$ cat src/rtl/sram_like_pkg.sv
// Shared types and constants for the sram-like bridge: FSM states, access sizes
// and the kseg0/kseg1 fixed-mapping window.
package sram_like_pkg;

   typedef enum logic [1:0] {
      IDLE = 2'd0,
      REQ  = 2'd1,
      WAIT = 2'd2
   } bridge_state_e;

   localparam logic [1:0] SZ_BYTE = 2'd0;
   localparam logic [1:0] SZ_HALF = 2'd1;
   localparam logic [1:0] SZ_WORD = 2'd2;

   localparam logic [31:0] KSEG_MASK = 32'h1FFF_FFFF;
   localparam logic [31:0] KSEG01_LO = 32'h8000_0000;
   localparam logic [31:0] KSEG01_HI = 32'hBFFF_FFFF;

   // kseg0/kseg1 are unmapped windows onto the low 512 MiB of physical memory
   function automatic logic [31:0] kseg_map(input logic [31:0] addr);
      if ((addr >= KSEG01_LO) && (addr <= KSEG01_HI)) begin
         return addr & KSEG_MASK;
      end
      return addr;
   endfunction

endpackage

$ cat src/rtl/sram_like_bridge_rr_arbiter.sv
// Channel arbiter for the sram-like bridge: MODE 0 grants the highest requesting
// index, MODE 1 searches round-robin starting just after ptr.
module rr_arbiter
   import sram_like_pkg::*;
#(
   parameter int NCH   = 2,
   parameter int MODE  = 0,
   parameter int PTR_W = (NCH > 1) ? $clog2(NCH) : 1
) (
   input  logic [NCH-1:0]   req,
   input  logic [PTR_W-1:0] ptr,
   output logic [NCH-1:0]   grant
);

   generate
      if (MODE == 0) begin : g_fixed
         logic unused_ptr;
         assign unused_ptr = ^ptr;

         always_comb begin
            grant = '0;
            for (int i = 0; i < NCH; i++) begin
               if (req[i]) begin
                  grant    = '0;
                  grant[i] = 1'b1;
               end
            end
         end
      end else begin : g_rr
         logic found;

         // k walks the slots after ptr in priority order, wrapping modulo NCH
         always_comb begin
            grant = '0;
            found = 1'b0;
            for (int k = 1; k <= NCH; k++) begin
               for (int i = 0; i < NCH; i++) begin
                  if (!found && req[i] && (i == ((int'(ptr) + k) % NCH))) begin
                     grant[i] = 1'b1;
                     found    = 1'b1;
                  end
               end
            end
         end
      end
   endgenerate

endmodule

$ cat src/rtl/sram_like_bridge.sv
// Arbitrates NCH CPU-side sram-like channels onto one sram-like master port,
// one outstanding transaction at a time. Optional SRAM_BRIDGE_MMU_MAP_EN folds kseg0/kseg1.
module sram_like_bridge
   import sram_like_pkg::*;
#(
   parameter int ADDR_W   = 32,
   parameter int DATA_W   = 32,
   parameter int NCH      = 2,
   parameter int ARB_MODE = 0
) (
   input  logic                  clk,
   input  logic                  resetn,
   input  logic [NCH-1:0]        ch_req,
   input  logic [NCH-1:0]        ch_wr,
   input  logic [2*NCH-1:0]      ch_size,
   input  logic [ADDR_W*NCH-1:0] ch_addr,
   input  logic [DATA_W*NCH-1:0] ch_wdata,
   output logic [NCH-1:0]        ch_addr_ok,
   output logic [NCH-1:0]        ch_data_ok,
   output logic [DATA_W-1:0]     ch_rdata,
   output logic                  m_req,
   output logic                  m_wr,
   output logic [1:0]            m_size,
   output logic [ADDR_W-1:0]     m_addr,
   output logic [DATA_W-1:0]     m_wdata,
   input  logic                  m_addr_ok,
   input  logic                  m_data_ok,
   input  logic [DATA_W-1:0]     m_rdata,
   output logic                  busy
);

   localparam int PTR_W = (NCH > 1) ? $clog2(NCH) : 1;

   bridge_state_e     state;
   bridge_state_e     state_next;
   logic [NCH-1:0]    grant;
   logic [PTR_W-1:0]  grant_idx;
   logic [PTR_W-1:0]  owner;
   logic [PTR_W-1:0]  rr_ptr;
   logic              any_req;
   logic              accept;
   logic              done;

   logic              sel_wr;
   logic [1:0]        sel_size;
   logic [ADDR_W-1:0] sel_addr;
   logic [DATA_W-1:0] sel_wdata;
   logic [ADDR_W-1:0] mapped_addr;

   logic              lat_wr;
   logic [1:0]        lat_size;
   logic [ADDR_W-1:0] lat_addr;
   logic [DATA_W-1:0] lat_wdata;

   rr_arbiter #(
      .NCH   (NCH),
      .MODE  (ARB_MODE),
      .PTR_W (PTR_W)
   ) u_arb (
      .req   (ch_req),
      .ptr   (rr_ptr),
      .grant (grant)
   );

   assign any_req = |ch_req;
   assign accept  = (state == IDLE) && any_req;

   always_comb begin
      grant_idx = '0;
      sel_wr    = 1'b0;
      sel_size  = SZ_BYTE;
      sel_addr  = '0;
      sel_wdata = '0;
      for (int i = 0; i < NCH; i++) begin
         if (grant[i]) begin
            grant_idx = PTR_W'(i);
            sel_wr    = ch_wr[i];
            sel_size  = ch_size[2*i +: 2];
            sel_addr  = ch_addr[i*ADDR_W +: ADDR_W];
            sel_wdata = ch_wdata[i*DATA_W +: DATA_W];
         end
      end
   end

`ifdef SRAM_BRIDGE_MMU_MAP_EN
   assign mapped_addr = kseg_map(sel_addr);
`else
   assign mapped_addr = sel_addr;
`endif

   always_comb begin
      state_next = state;
      m_req      = 1'b0;
      done       = 1'b0;
      unique case (state)
         IDLE: begin
            if (any_req) state_next = REQ;
         end
         REQ: begin
            m_req = 1'b1;
            if (m_addr_ok) begin
               done       = m_data_ok;
               state_next = m_data_ok ? IDLE : WAIT;
            end
         end
         WAIT: begin
            if (m_data_ok) begin
               done       = 1'b1;
               state_next = IDLE;
            end
         end
         default: state_next = IDLE;
      endcase
   end

   // resetn gates the grant so a request during reset is never acknowledged
   always_comb begin
      ch_addr_ok = (accept && resetn) ? grant : '0;
      ch_data_ok = '0;
      for (int i = 0; i < NCH; i++) begin
         ch_data_ok[i] = done && (owner == PTR_W'(i));
      end
   end

   always_ff @(posedge clk or negedge resetn) begin
      if (!resetn) begin
         state <= IDLE;
      end else begin
         state <= state_next;
      end
   end

   always_ff @(posedge clk or negedge resetn) begin
      if (!resetn) begin
         owner     <= '0;
         rr_ptr    <= PTR_W'(NCH - 1);
         lat_wr    <= 1'b0;
         lat_size  <= '0;
         lat_addr  <= '0;
         lat_wdata <= '0;
      end else if (accept) begin
         owner     <= grant_idx;
         rr_ptr    <= grant_idx;
         lat_wr    <= sel_wr;
         lat_size  <= sel_size;
         lat_addr  <= mapped_addr;
         lat_wdata <= sel_wdata;
      end
   end

   assign m_wr     = lat_wr;
   assign m_size   = lat_size;
   assign m_addr   = lat_addr;
   assign m_wdata  = lat_wdata;
   assign ch_rdata = m_rdata;
   assign busy     = (state != IDLE);

endmodule

$ cat config.mk
export PLATFORM = sky130hd
export DESIGN_NAME = sram_like_bridge
export DESIGN_NICKNAME = d
export VERILOG_FILES = /design/src/rtl/sram_like_pkg.sv /design/src/rtl/sram_like_bridge_rr_arbiter.sv /design/src/rtl/sram_like_bridge.sv
export SDC_FILE = /design/constraint.sdc
export NUM_CORES = 1
export LEC_CHECK = 0
export ABC_CLOCK_PERIOD_IN_PS = 1920
export BUFFER_PORTS_ARGS = -buffer_cell sky130_fd_sc_hd__buf_2
export CAP_MARGIN = 20
export CELL_PAD_IN_SITES_DETAIL_PLACEMENT = 1
export CELL_PAD_IN_SITES_GLOBAL_PLACEMENT = 2
export CORE_ASPECT_RATIO = 0.75
export CORE_MARGIN = 2
export CORE_UTILIZATION = 21
export DETAILED_ROUTE_END_ITERATION = 6
export PLACE_DENSITY_LB_ADDON = 0.1
export SETUP_SLACK_MARGIN = 0.02
export SLEW_MARGIN = 0
export SYNTH_ARGS = -nofsm -noshare
export SYNTH_HDL_FRONTEND = slang
export SYNTH_SLANG_ARGS = --single-unit
$ cat constraint.sdc
create_clock -name clk -period 1.92 [get_ports clk]
set_clock_uncertainty 0.05 [all_clocks]
set_input_delay 0.384 -clock clk [delete_from_list [all_inputs] [get_ports clk]]
set_output_delay 0.384 -clock clk [all_outputs]
set_load 0.01 [all_outputs]
; Yosys cells after proc, flatten, opt, wreduce, memory -nomap -nowiden
; Index checks and enable logic that the tools add are counted.
[totals]
ff_bits = 70
latch_bits = 0
ram_bits = 0
rom_bits = 0
inputBits = 172
out_inout_bits = 105
wordCells = 41
mem_count = 0
[op_classes]
add_sub_neg = 0
mul = 0
div_mod_pow = 0
order_cmp = 0
eq_ne = 5
n_shift = 0
n_mux = 21
n_bitwise = 1
reduce_logical = 8
[op_table]
columns = operator, n
row1 = 32-bit two-way mux, 4
row2 = 2-bit two-way mux, 8
row3 = 1-bit two-way mux, 7
row4 = 2-bit != test (second input constant), 3
row5 = 2-bit one-hot mux with 3 select lines, 1
row6 = 1-bit logical AND, 4
row7 = 3-bit AND reduction, 1
row8 = 2-bit by 1-bit == test with 1-bit output (second input constant), 1
row9 = 2-bit == test (second input constant), 1
row10 = 2-bit logical NOT, 1
row11 = 1-bit one-hot mux with 2 select lines, 1
row12 = 2-bit nonzero test, 1
row13 = 2-bit OR reduction, 1
row14 = 1-bit inverter, 1

; Longest topological paths before layout
[depth]
depth_word = 4
depth_mapped = 8
mapped_depth_nobuf = 5

; By module
; A second synthesis with hierarchy kept.
[unflattened]
cells_unflattened = 365
area_unflattened_um2 = 3769.9
[by_module_without_submodules]
columns = mod, n_inst, cells_each, area_each_um2, seq_area_each_um2
row1 = sram_like_bridge, 1, 363, 3748.6, 1778.0
row2 = rr_arbiter, 1, 2, 21.3, 0.0

; Worst setup path before layout
; Ideal clock, no wire load.
[synth_timing]
path_kind = reg-to-output
from = register state[0]
to = output port ch_addr_ok[0]
arrival_time_ns = 1.288
t_required_ns = 1.486
path_slack_ns = 0.198
path_stages_with_launch = 7
n_path_buf = 2
path_cell_list = dfrtp_1 > inv_1 > ha_1 > buf_4 > nand2_4 > buf_2 > nor3b_1
[synth_via]
elab_chain_len = 4
[synth_rtl]
columns = element, line
row1 = from (decl), sram_like_bridge.sv:34  ; bridge_state_e state;
row2 = from (signal assigned), sram_like_bridge.sv:129  ; state <= state_next;
row3 = 2-bit logical NOT, sram_like_bridge.sv:66  ; assign accept = (state == IDLE) && any_req;
row4 = 1-bit logical AND, sram_like_bridge.sv:66
row5 = 1-bit logical AND, sram_like_bridge.sv:118  ; ch_addr_ok = (accept && resetn) ? grant : '0;
row6 = 2-bit two-way mux, sram_like_bridge.sv:118
row7 = to (decl), sram_like_bridge.sv:18  ; output logic [NCH-1:0] ch_addr_ok,
; No other way between the ends.

; Final worst setup path
[layout_timing]
from = register state[1]
to = output port ch_addr_ok[0]
; The elaborated chain is that of the path after synthesis.

==> qor.yml <==
outcome: "completed"
drv_cap: 0
rows: 41
rsz0062_at_grt: "yes"
drc_errors: 0
yosysUniqueCellTypes: 25
yosys_warnings: 0
root_buffer: "clkbuf_16"
ir_drop_uv: 653
die_y_um: 118
ys_seq_elements: 70
cellPowerDensity_nw_per_um2: 1710
final_cell_mix: "buf_2, o22ai_1, dfrtp_1"
dp_worst_setup_slack_ns: 0.197
drt-vias-per-instance: 4.92
dr.pass1.iters: 4
cp_max_fo: 5
crit_path_end_kind: "output pin"
path_buf_inv: 2
r2r_slack_ns: 0.22
slew_viol_final: 0
cpPeakStageDelay_ns: 0.41
drive_gt1_share_pct: 47.3
setup_slack_ns: 0.0625
synthXorXnorAreaFrac_pct: 0
nNetsFinal: 731
synthesis.area_um2: 3660
initial_core_util_pct: 21.6
regArea_um2: 1750
startpoint_type: "register"
synth_cells: 381
gp_congestion: 0.752
worst_ep_required_time_ns: 1.49
syn_avg_cell_area_um2: 9.60
p_leak_nw: 2.31
seq_area_frac_synth_pct: 47.9
placed_cells: 750
path_cells: "inv_2 -> ha_4 -> nand2_8 -> nor3b_4 -> buf_2"
cts_buffer_depth: 2
grt_usage_pct: 15.8
finalNonFillerCells: 777
worstRegToRegCells: 7
min_period_over_period_pct: 96.7
syn-num-nets: 556
grt_pass1_wl_mm: 23.0
drt_iter0_markers: 136
grt_pass1_vias: 4293
dpl_cell_area_um2: 4700
cts-buffers-inserted: 9
synth_fa_ha_area_share_pct: 1.03
rr_endpoint: "m_wdata[13]"
cp_slowest_cell: "dfrtp_1"
finalHoldViolations: 0
vias: 3826
fp.dieW_um: 156
overflow: 0
worstSetupPathType: "reg -> out"
htreeDepth: 3
antenna_found_initial: 3
multi_input_area_um2: 1520
max_freq_mhz: 538
cts_tree: "built"
fp.coreArea_um2: 16900
muxShareOfSynthArea_pct: 0.274
postRouteAntennaNets: 0
final_util_pct: 30.6
synth-compound-area-share_pct: 32.1
io_pins: 277
hpwlAfterDp_mm: 10.1
die_area_um2: 18500
synth-simple-area-share_pct: 5.85
wire_per_inst_um: 18.9
cts.clk_slew.worst_paths_ns: 0.06
setup_violations: 0
design_area_um2: 5180
crit-reg2reg-launch: "state[1]"
portBuffers: 212
synth_top_family_by_area: "compound AO/OA/AOI/OAI gates"
arrival_ns: 1.42
clock_latency_ns: 0.33
fin_crit_ns: 1.86
layout.cells.most_common: "buf_2"
grt_max_degree: 58
wl_mm: 14.7
critPathTopFamily: "flip-flops"
fillers: 2015
min_path_type: "in -> async"
clkSinkCount: 70
max_slew_margin_pct: 55.8
syn_to_final_growth_pct: 41.6
holdWs_ns: 0.0277
tightest_slew_ns: 0.663
Yosys cell counts:
master	number	share of area [%]
nand3b_1	15	3.1
o21ai_1	11	1.5
inv_2	1	0.10
dfrtp_1	70	48
ha_1	3	1.0
inv_1	3	0.31
and3_1	1	0.17
o31ai_1	1	0.21
nor2b_1	2	0.34
buf_6	3	0.92
nor3_1	1	0.14
nor3_2	1	0.27
nand2_4	1	0.31
nor3b_2	1	0.34
nand2_2	1	0.17
mux2i_1	1	0.27
nand4bb_1	1	0.31
clkbuf_1	6	0.62
nor3b_1	2	0.41
o22ai_1	119	20
nand2_1	3	0.31
buf_2	23	3.1
o21ai_0	5	0.68
buf_4	38	7.8
a21oi_1	68	9.3
worst max-delay path by stage:
stage | startpoint | endpoint | cells past startpoint
after floorplan | state[0] | ch_addr_ok[0] | 6
after global placement | state[0] | ch_addr_ok[0] | 5
after detailed placement | state[0] | ch_addr_ok[0] | 5
after CTS | state[1] | ch_addr_ok[0] | 5
after global routing | state[0] | ch_addr_ok[0] | 5
final | state[1] | ch_addr_ok[0] | 5
timing repair:
item	4_1_cts	5_1_grt
pin swaps	1	6
gates cloned	0	0
endpoints found under the setup margin	4	4
gates resized for setup	5	12
setup buffers	4	6
hold buffers	0	0
layer usage:
layer / GRT usage, % / up-vias / wire length, µm
met5: 0 / - / 0
met4: 3.73 / 0 / 116
met3: 6.09 / 13 / 1320
met2: 26.3 / 141 / 6950
met1: 19.2 / 1873 / 6320
li1: - / 1799 / -
through the flow:
stage / setup TNS, ns / power, mW
global route: -0.0508 / 9.58
CTS: 0 / 8.87
detailed placement: 0 / 6.88
floorplan: 0 / 5.24
finish: 0 / 8.87
global placement: 0 / 6.78
final cells by class:
type,count,area share [%]
multi-input cells,237,29.3
well taps,215,5.19
flip-flops and latches,70,33.8
inverters,4,0.290
diodes,2,0.0966
clock inverters,4,1.35
clock buffers,11,4.88
repair buffers,234,25.1
flip-flops by register name (all words and copies together) (netlist names):
| register | cells |
|---|---|
| state | 2 |
| owner | 1 |
| m_addr | 32 |
| m_size | 2 |
| m_wdata | 32 |
| m_wr | 1 |
worst register-to-register path: stages, from the launching register on:
cell and delay, ns:
dfrtp_1 0.41, inv_2 0.11, ha_4 0.18, buf_6 0.12, buf_4 0.13, buf_4 0.32, o22ai_1 0.18, a21oi_1 0.13
kinds of logic after synthesis:
kind of cell | Yosys count
buf+inv | 74
simple gates | 29
mux | 1
flops | 70
compound gates | 204
fa+ha+maj | 3
power by group:
| part | total [mW] | switching (mW) | internal (mW) |
|---|---|---|---|
| clock network | 1.85 | 0.651 | 1.20 |
| logic | 4.19 | 2.31 | 1.88 |
| registers | 2.83 | 0.592 | 2.24 |
Note: power is estimated with default switching activity, not from simulation.
